===== src/rtl/trng_fifo_sequencer_if.sv =====
// Signal bundle between the TRNG/FIFO/UART sequencer and its surroundings:
// TRNG fill path, FIFO_OUT drain path, UART transmitter and CPU status.
interface trng_fifo_sequencer_if;
   logic        trng_valid;
   logic [31:0] trng_data;
   logic        fifo1_full;
   logic        fifo1_wr_en;
   logic [31:0] fifo1_wr_data;
   logic        start;
   logic        fifo2_full;
   logic        fifo2_empty;
   logic [31:0] fifo2_rd_data;
   logic        fifo2_rd_en;
   logic        uart_tx_busy;
   logic        uart_tx_start;
   logic [7:0]  uart_tx_data;
   logic        busy;
   logic        done;
   logic [15:0] words_sent;

   // Environment side: TRNG source, both FIFOs, UART and CPU control
   modport master (
      output trng_valid, trng_data, fifo1_full, start, fifo2_full, fifo2_empty,
             fifo2_rd_data, uart_tx_busy,
      input  fifo1_wr_en, fifo1_wr_data, fifo2_rd_en, uart_tx_start, uart_tx_data,
             busy, done, words_sent
   );

   // Sequencer side
   modport slave (
      input  trng_valid, trng_data, fifo1_full, start, fifo2_full, fifo2_empty,
             fifo2_rd_data, uart_tx_busy,
      output fifo1_wr_en, fifo1_wr_data, fifo2_rd_en, uart_tx_start, uart_tx_data,
             busy, done, words_sent
   );
endinterface


===== src/rtl/trng_fifo_sequencer.sv =====
// TRNG FIFO sequencer: pushes TRNG words into FIFO_IN, and on a CPU load request
// drains FIFO_OUT word by word, sending each word as four bytes over the UART.
module trng_fifo_sequencer #(
   parameter bit          LSB_FIRST = 1'b1,
   parameter logic [15:0] MAX_WORDS = 16'hFFFF
) (
   input logic                  clk,
   input logic                  rst,
   trng_fifo_sequencer_if.slave bus
);

   typedef enum logic [3:0] {
      S_IDLE, S_ARMED, S_POP, S_LATCH, S_SEND, S_WAIT_BUSY, S_WAIT_IDLE, S_NEXT, S_DONE
   } state_t;

   state_t      state_q, state_d;
   logic        start_q;
   logic        wr_en_q;
   logic [31:0] wr_data_q;
   logic [2:0]  idx_q, idx_d;
   logic        wt_q, wt_d;
   logic [31:0] sr_q;
   logic        tx_start_q, tx_start_d;
   logic [7:0]  tx_data_q, tx_data_d;
   logic [15:0] words_q, words_d;
   logic        start_rise;
   logic [1:0]  lane;
   logic [7:0]  sel_byte;

   assign start_rise = bus.start & ~start_q;
   // Byte lane of the current index; MSB-first order walks the lanes downwards.
   assign lane       = LSB_FIRST ? idx_q[1:0] : (2'd3 - idx_q[1:0]);
   assign sel_byte   = sr_q[{lane, 3'b000} +: 8];

   // Fill path: one registered push per accepted TRNG word, independent of the drain FSM
   always_ff @(posedge clk) begin
      if (rst) begin
         wr_en_q   <= 1'b0;
         wr_data_q <= '0;
      end else begin
         wr_en_q <= bus.trng_valid & ~bus.fifo1_full;
         if (bus.trng_valid && !bus.fifo1_full) wr_data_q <= bus.trng_data;
      end
   end

   // Drain FSM state, byte index, UART strobe/data and word counter registers
   always_ff @(posedge clk) begin
      if (rst) begin
         state_q    <= S_IDLE;
         start_q    <= 1'b0;
         idx_q      <= '0;
         wt_q       <= 1'b0;
         tx_start_q <= 1'b0;
         tx_data_q  <= '0;
         words_q    <= '0;
      end else begin
         state_q    <= state_d;
         start_q    <= bus.start;
         idx_q      <= idx_d;
         wt_q       <= wt_d;
         tx_start_q <= tx_start_d;
         tx_data_q  <= tx_data_d;
         words_q    <= words_d;
      end
   end

   // Word shift register: loaded in LATCH, the cycle the popped word is on the FIFO read port
   always_ff @(posedge clk) begin
      if (state_q == S_LATCH) sr_q <= bus.fifo2_rd_data;
   end

   // Drain FSM next-state logic; the UART strobe is registered so it is a clean one-cycle pulse
   always_comb begin
      state_d    = state_q;
      idx_d      = idx_q;
      wt_d       = 1'b0;
      tx_start_d = 1'b0;
      tx_data_d  = tx_data_q;
      words_d    = words_q;
      case (state_q)
         S_IDLE:      if (start_rise) state_d = S_ARMED;
         S_ARMED: begin
            if (bus.fifo2_full)  state_d = S_POP;
            else if (!bus.start) state_d = S_IDLE;
         end
         S_POP: begin
            idx_d   = '0;
            state_d = S_LATCH;
         end
         S_LATCH:     state_d = S_SEND;
         S_SEND: begin
            if (!bus.uart_tx_busy) begin
               tx_start_d = 1'b1;
               tx_data_d  = sel_byte;
               state_d    = S_WAIT_BUSY;
            end
         end
         // Give the UART up to two cycles to raise busy, so a slow busy cannot cause a double send
         S_WAIT_BUSY: begin
            if (bus.uart_tx_busy || wt_q) state_d = S_WAIT_IDLE;
            else                          wt_d    = 1'b1;
         end
         S_WAIT_IDLE: begin
            if (!bus.uart_tx_busy) begin
               idx_d   = idx_q + 3'd1;
               state_d = (idx_q == 3'd3) ? S_NEXT : S_SEND;
            end
         end
         S_NEXT: begin
            if (words_q != MAX_WORDS) words_d = words_q + 16'd1;
            state_d = bus.fifo2_empty ? S_DONE : S_POP;
         end
         S_DONE:      state_d = S_IDLE;
         default:     state_d = S_IDLE;
      endcase
   end

   assign bus.fifo1_wr_en   = wr_en_q;
   assign bus.fifo1_wr_data = wr_data_q;
   assign bus.fifo2_rd_en   = (state_q == S_POP) & ~bus.fifo2_empty;
   assign bus.uart_tx_start = tx_start_q;
   assign bus.uart_tx_data  = tx_data_q;
   assign bus.busy          = (state_q != S_IDLE);
   assign bus.done          = (state_q == S_DONE);
   assign bus.words_sent    = words_q;

endmodule


===== src/flat_wrapper.sv =====
// flat-port wrapper written by rule: the top's interface ports become plain ports
module trng_fifo_sequencer_flat 
#(
   parameter bit          LSB_FIRST = 1'b1,
   parameter logic [15:0] MAX_WORDS = 16'hFFFF
)
  (clk, rst, bus_trng_valid, bus_trng_data, bus_fifo1_full, bus_start, bus_fifo2_full, bus_fifo2_empty, bus_fifo2_rd_data, bus_uart_tx_busy, bus_fifo1_wr_en, bus_fifo1_wr_data, bus_fifo2_rd_en, bus_uart_tx_start, bus_uart_tx_data, bus_busy, bus_done, bus_words_sent);
  trng_fifo_sequencer_if bus_i ();
  input logic clk;
  input logic rst;
  input wire logic [$bits(bus_i.trng_valid)-1:0] bus_trng_valid;
  input wire logic [$bits(bus_i.trng_data)-1:0] bus_trng_data;
  input wire logic [$bits(bus_i.fifo1_full)-1:0] bus_fifo1_full;
  input wire logic [$bits(bus_i.start)-1:0] bus_start;
  input wire logic [$bits(bus_i.fifo2_full)-1:0] bus_fifo2_full;
  input wire logic [$bits(bus_i.fifo2_empty)-1:0] bus_fifo2_empty;
  input wire logic [$bits(bus_i.fifo2_rd_data)-1:0] bus_fifo2_rd_data;
  input wire logic [$bits(bus_i.uart_tx_busy)-1:0] bus_uart_tx_busy;
  output wire logic [$bits(bus_i.fifo1_wr_en)-1:0] bus_fifo1_wr_en;
  output wire logic [$bits(bus_i.fifo1_wr_data)-1:0] bus_fifo1_wr_data;
  output wire logic [$bits(bus_i.fifo2_rd_en)-1:0] bus_fifo2_rd_en;
  output wire logic [$bits(bus_i.uart_tx_start)-1:0] bus_uart_tx_start;
  output wire logic [$bits(bus_i.uart_tx_data)-1:0] bus_uart_tx_data;
  output wire logic [$bits(bus_i.busy)-1:0] bus_busy;
  output wire logic [$bits(bus_i.done)-1:0] bus_done;
  output wire logic [$bits(bus_i.words_sent)-1:0] bus_words_sent;
  assign bus_i.trng_valid = bus_trng_valid;
  assign bus_i.trng_data = bus_trng_data;
  assign bus_i.fifo1_full = bus_fifo1_full;
  assign bus_i.start = bus_start;
  assign bus_i.fifo2_full = bus_fifo2_full;
  assign bus_i.fifo2_empty = bus_fifo2_empty;
  assign bus_i.fifo2_rd_data = bus_fifo2_rd_data;
  assign bus_i.uart_tx_busy = bus_uart_tx_busy;
  assign bus_fifo1_wr_en = bus_i.fifo1_wr_en;
  assign bus_fifo1_wr_data = bus_i.fifo1_wr_data;
  assign bus_fifo2_rd_en = bus_i.fifo2_rd_en;
  assign bus_uart_tx_start = bus_i.uart_tx_start;
  assign bus_uart_tx_data = bus_i.uart_tx_data;
  assign bus_busy = bus_i.busy;
  assign bus_done = bus_i.done;
  assign bus_words_sent = bus_i.words_sent;
  trng_fifo_sequencer #(.LSB_FIRST(LSB_FIRST), .MAX_WORDS(MAX_WORDS)) u_core (.clk(clk), .rst(rst), .bus(bus_i));
endmodule

===== config.mk =====
export PLATFORM = sky130hd
export DESIGN_NAME = trng_fifo_sequencer_flat
export DESIGN_NICKNAME = d
export VERILOG_FILES = /design/src/rtl/trng_fifo_sequencer_if.sv /design/src/rtl/trng_fifo_sequencer.sv /design/src/flat_wrapper.sv
export SDC_FILE = /design/constraint.sdc
export NUM_CORES = 1
export LEC_CHECK = 0
export ABC_AREA = 1
export ABC_CLOCK_PERIOD_IN_PS = 4800
export CORE_MARGIN = 2
export CORE_UTILIZATION = 30
export DETAILED_ROUTE_END_ITERATION = 8
export GPL_ROUTABILITY_DRIVEN = 0
export PLACE_DENSITY = 0.54
export SLEW_MARGIN = 40
export SYNTH_ARGS = -nofsm -noshare
export SYNTH_HDL_FRONTEND = slang
export SYNTH_SLANG_ARGS = --single-unit
export TNS_END_PERCENT = 1

===== constraint.sdc =====
create_clock -name clk -period 4.8 [get_ports clk]
set_clock_uncertainty 0.2 [all_clocks]
set_input_delay 0.96 -clock clk [delete_from_list [all_inputs] [get_ports clk]]
set_output_delay 0.96 -clock clk [all_outputs]
set_load 0.02 [all_outputs]

**Word level (Yosys, flattened, before mapping)**

Index checks and enable logic that the tools add are counted.

- Bits in registers: 99
- Latch bits: 0
- Memory bits (writable): 0
- ROM bits: 0
- Input port bits: 72
- Output and inout port bits: 61
- Memories kept: 0

- Add/subtract/negate cells: 2
- Multipliers: 0
- Divide/modulo/power cells: 0
- $lt $le $gt $ge: 0
- Equality and inequality tests: 15
- Shift operators: 1
- Muxes and demuxes: 13
- Bitwise operators: 9
- Reductions and logical operators: 12

Operator list:

| operator | count |
|---|---|
| case mux 4 bit (8 select lines) | 1 |
| variable part select 32 x 6 -> 8 bit | 1 |
| 2-to-1 mux 4 bit | 7 |
| adder 16 x 1 -> 16 bit, second input constant | 1 |
| == test 4 x 3 -> 1 bit, second input constant | 4 |
| inequality test 16 bit, second input constant | 1 |
| == test 4 x 2 -> 1 bit, second input constant | 2 |
| inverter 1 bit | 6 |
| case mux 3 bit (2 select lines) | 1 |
| AND reduction 2 bit | 3 |
| AND reduction 5 bit | 1 |
| == test 4 x 1 -> 1 bit, second input constant | 1 |
| == test 4 bit, second input constant | 1 |
| logical NOT 4 bit | 1 |
| inequality test 2 x 1 -> 1 bit, second input constant | 2 |
| inequality test 2 bit, second input constant | 2 |
| nonzero test 4 bit | 1 |
| OR reduction 2 bit | 2 |
| adder 3 x 1 -> 3 bit, second input constant | 1 |
| AND 1 bit | 3 |
| == test 3 x 2 -> 1 bit, second input constant | 1 |
| 2-to-1 mux 3 bit | 1 |
| inequality test 3 bit, second input constant | 1 |
| 2-to-1 mux 1 bit | 2 |
| 5 further kinds | 5 |

**Depth between registers and ports, before layout**

- Word-level depth: 4
- Gate-level depth with buffers: 9
- Depth with buffers taken out: 9

**Worst setup path after synthesis**

No wires, ideal clock.

- Path kind: in2out
- Start: input port bus_fifo2_empty
- End: output port bus_fifo2_rd_en
- Arrival time: 1253 ps
- Slack: 2387 ps
- Stages on the path: 1
- Path buffers: 0
- Path through: nor2_1

- Cells in the longest elaborated chain, start to end: 2

Ends and longest elaborated chain:

| item | RTL line | text |
|---|---|---|
| from (decl) | flat_wrapper.sv:16 | `input wire logic [$bits(bus_i.fifo2_empty)-1:0] bus_fifo2_empty;` |
| inverter 1 bit | trng_fifo_sequencer.sv:120 | `assign bus.fifo2_rd_en = (state_q == S_POP) & ~bus.fifo2_empty;` |
| AND 1 bit | trng_fifo_sequencer.sv:120 |  |
| to (decl) | flat_wrapper.sv:21 | `output wire logic [$bits(bus_i.fifo2_rd_en)-1:0] bus_fifo2_rd_en;` |

No other way between the ends.

**Final worst setup path**

Same ends and word-level chain as after synthesis.

==> flow_metrics.py <==
metrics = {
    "detailed_routing": {
        "dr.pass1.iters": 4,
        "num_vias": 3590,
        "avgRoutedWirePerCell_um": 13.5,
        "final_antenna_net_count": 0,
        "drc_errors": 0,
        "drt_wl_total_mm": 10.6,
        "drtIter0Drc": 207,
        "drt-vias-per-instance": 4.56,
    },
    "min_path": {
        "min_path_cells": 2,
        "hp-class": "flip-flop to flip-flop",
    },
    "timing": {
        "finalMaxSlewViolations": 0,
        "setup_slack_ns": 1.56,
        "worst_slew_pin_slew_ns": 0.710,
        "tns_ns": 0,
        "rsz0062_at_grt": "false",
        "finalCriticalPeriod_ns": 3.24,
        "fin_crit_sh_pct": 67.6,
        "hold_viol": 0,
        "relSlewSlack_pct": 52.6,
        "max_freq_mhz": 308,
        "setup_violations": 0,
    },
    "final_layout": {
        "drive_above_1_share_pct": 7.36,
        "fillers": 1321,
        "finalInstanceArea_mm2": 0.00585,
        "nNetsFinal": 681,
        "n_antenna_cell": 0,
        "final_util_pct": 44.2,
        "final_common_cell": "clkdlybuf4s50_1",
        "final_cell_mix": "clkdlybuf4s50_1, nor2_1, dfxtp_1, nand2_1, o21ai_0",
        "area_growth_pct": 43.8,
    },
    "floorplanning": {
        "core.rowCount": 42,
        "die_h_um": 120,
        "core_area_mm2": 0.0132,
        "die-width_um": 120,
        "dieArea_mm2": 0.0145,
        "initial_utilization_pct": 30.7,
        "ios": 133,
    },
    "clocking": {
        "clk_path_buf_depth": 2,
        "cts_buffers": 9,
        "post-cts-setup-buffers": 0,
        "cts_resized": 0,
        "htreeDepth": 3,
        "clkTransAtPathRegs_ns": 0.06,
        "worstSkewPairLatency_ns": 0.35,
        "ctsHoldBuffers": 0,
        "cts_root_buffer": "clkbuf_16",
        "cts.sinks": 99,
        "cts_tree": "built",
    },
    "run_status": {
        "status": "finished clean",
    },
    "yosys": {
        "avgSynthCellArea_um2": 8.46,
        "yosysTopAreaCell": "dfxtp_1",
        "synthArstFlopShare_pct": 0,
        "synth_edf_count": 32,
        "yosysWarningCount": 0,
        "synth_nets": 556,
        "synthTopCellsByArea": "dfxtp_1, edfxtp_1, nor2_1",
        "synthFlopType": "dfxtp_1",
        "syn_inst": 481,
        "synth.top_cell.area_share_pct": 33.0,
        "ys_seq_elements": 99,
        "syn-cell-area_mm2": 0.00407,
        "yosysSeqAreaShare_pct": 56.6,
        "ys_types": 29,
    },
    "global_route": {
        "use_met2_pct": 24.3,
        "antenna_found_initial": 0,
        "grt_busiest_layer": "met2",
        "grt_overflow_total": 0,
        "grt_max_degree": 48,
        "grt_usage_pct": 15.0,
        "grt_pass1_wl_mm": 16.9,
        "grtUsageMet1_pct": 18.9,
        "met3_usage_pct": 3.87,
        "grt_pass1_vias": 3428,
    },
    "place": {
        "place_area_mm2": 0.00553,
        "place_ws_ns": 1.55,
        "io_buffers": 132,
        "hpwlAfterDp_mm": 7.50,
    },
    "critical_path": {
        "crit_slowest_cell": "clkdlybuf4s50_1",
        "cpMostUsedCell": "clkdlybuf4s50_1",
        "worstPathRequired_ns": 3.64,
        "worstSetupPathType": "primary input to output pin",
        "setup.worst_path.end_class": "output pin",
        "cpPeakStageDelay_ns": 0.60,
        "r2r.worst_path.cells": 7,
        "arrival_ns": 2.08,
        "start_kind": "primary input",
        "crit_chain": "clkdlybuf4s50_1 > nor2_1 > clkdlybuf4s50_1",
        "cp_max_fo": 2,
    },
    "run": {
        "cap_violations": 0,
    },
    "power_and_ir_drop": {
        "power_density_mw_per_mm2": 323,
        "cellLeakagePower_uw": 0.00216,
        "ir_drop_mv": 0.167,
    },
}
[where the power goes]
group          switching [uW]  internal (uW)  total (uW)  leakage [uW]
clock network             305            468         773      0.000153
logic                     102            108         210       0.00118
registers                17.4            890         907      0.000835
total                     424           1470        1890       0.00216
[stage by stage]
step	total power [uW]	cells	hold slack (ns)
2_1_floorplan	1010	481	0.281
3_5_place_dp	1140	771	0.297
4_1_cts	1920	787	0.316
5_1_grt	1980	787	0.342
3_3_place_gp	1130	771	0.293
6_report	1890	787	0.314
[final timing paths]
check | from | end | slack (ns)
hold reg to reg | u_core.bus.fifo1_wr_data[10] | u_core.bus.fifo1_wr_data[10] | 0.31
setup reg to reg | u_core.bus.words_sent[0] | u_core.bus.words_sent[7] | 2.76
hold / removal | u_core.bus.fifo1_wr_data[10] | u_core.bus.fifo1_wr_data[10] | 0.31
setup / recovery | bus_fifo2_empty | bus_fifo2_rd_en | 1.56
[Yosys cell counts, drive strengths merged (4+ instances only)]
library cell,instances
nand4,6
nor2,137
edfxtp,32
nand2,71
xor2,4
a31oi,8
buf,7
a21oi,19
clkbuf,13
dfxtp,67
nand3,17
inv,26
o21ai,63
[worst max-delay path, delay by kind of cell]
kind	cells	cell delay (ns)
simple gates	1	0.10
buf+inv	2	1.02
[cell type report]
class	count	area, um^2	area share, %
Inverter	27	101	1.73
Clock inverter	5	76.3	1.30
Multi-Input combinational cell	335	1570	26.9
Timing Repair Buffer	134	1340	22.8
Tap cell	176	220	3.76
Clock buffer	11	243	4.15
Sequential cell	99	2300	39.3
[state kept, by name, summed over array words and instances (netlist names)]
register and flops:
u_core.bus.uart_tx_start 1, u_core.idx_q 3, u_core.bus.fifo1_wr_data 32, u_core.bus.fifo1_wr_en 1, u_core.start_q 1, u_core.wt_q 1
u_core.bus.words_sent 16, u_core.bus.uart_tx_data 8, u_core.sr_q 32, u_core.state_q 4
[layer usage]
metal	part of all wire (%)	vias to the layer above
met5	0	-
met4	1.6	0
met3	5.5	13
met2	48	97
met1	45	1645
li1	-	1835
[logic make-up (layout without fill, tap and decap cells)]
group | after synthesis | count (layout) | synth area share, %
simple gates | 235 | 235 | 23.8
fa+ha+maj | 3 | 3 | 0.922
xor+xnor | 6 | 6 | 1.29
compound gates | 91 | 91 | 12.6
flops | 99 | 99 | 56.6
buf+inv | 47 | 177 | 4.80
No activity file was read; power rests on OpenSTA's default activity.
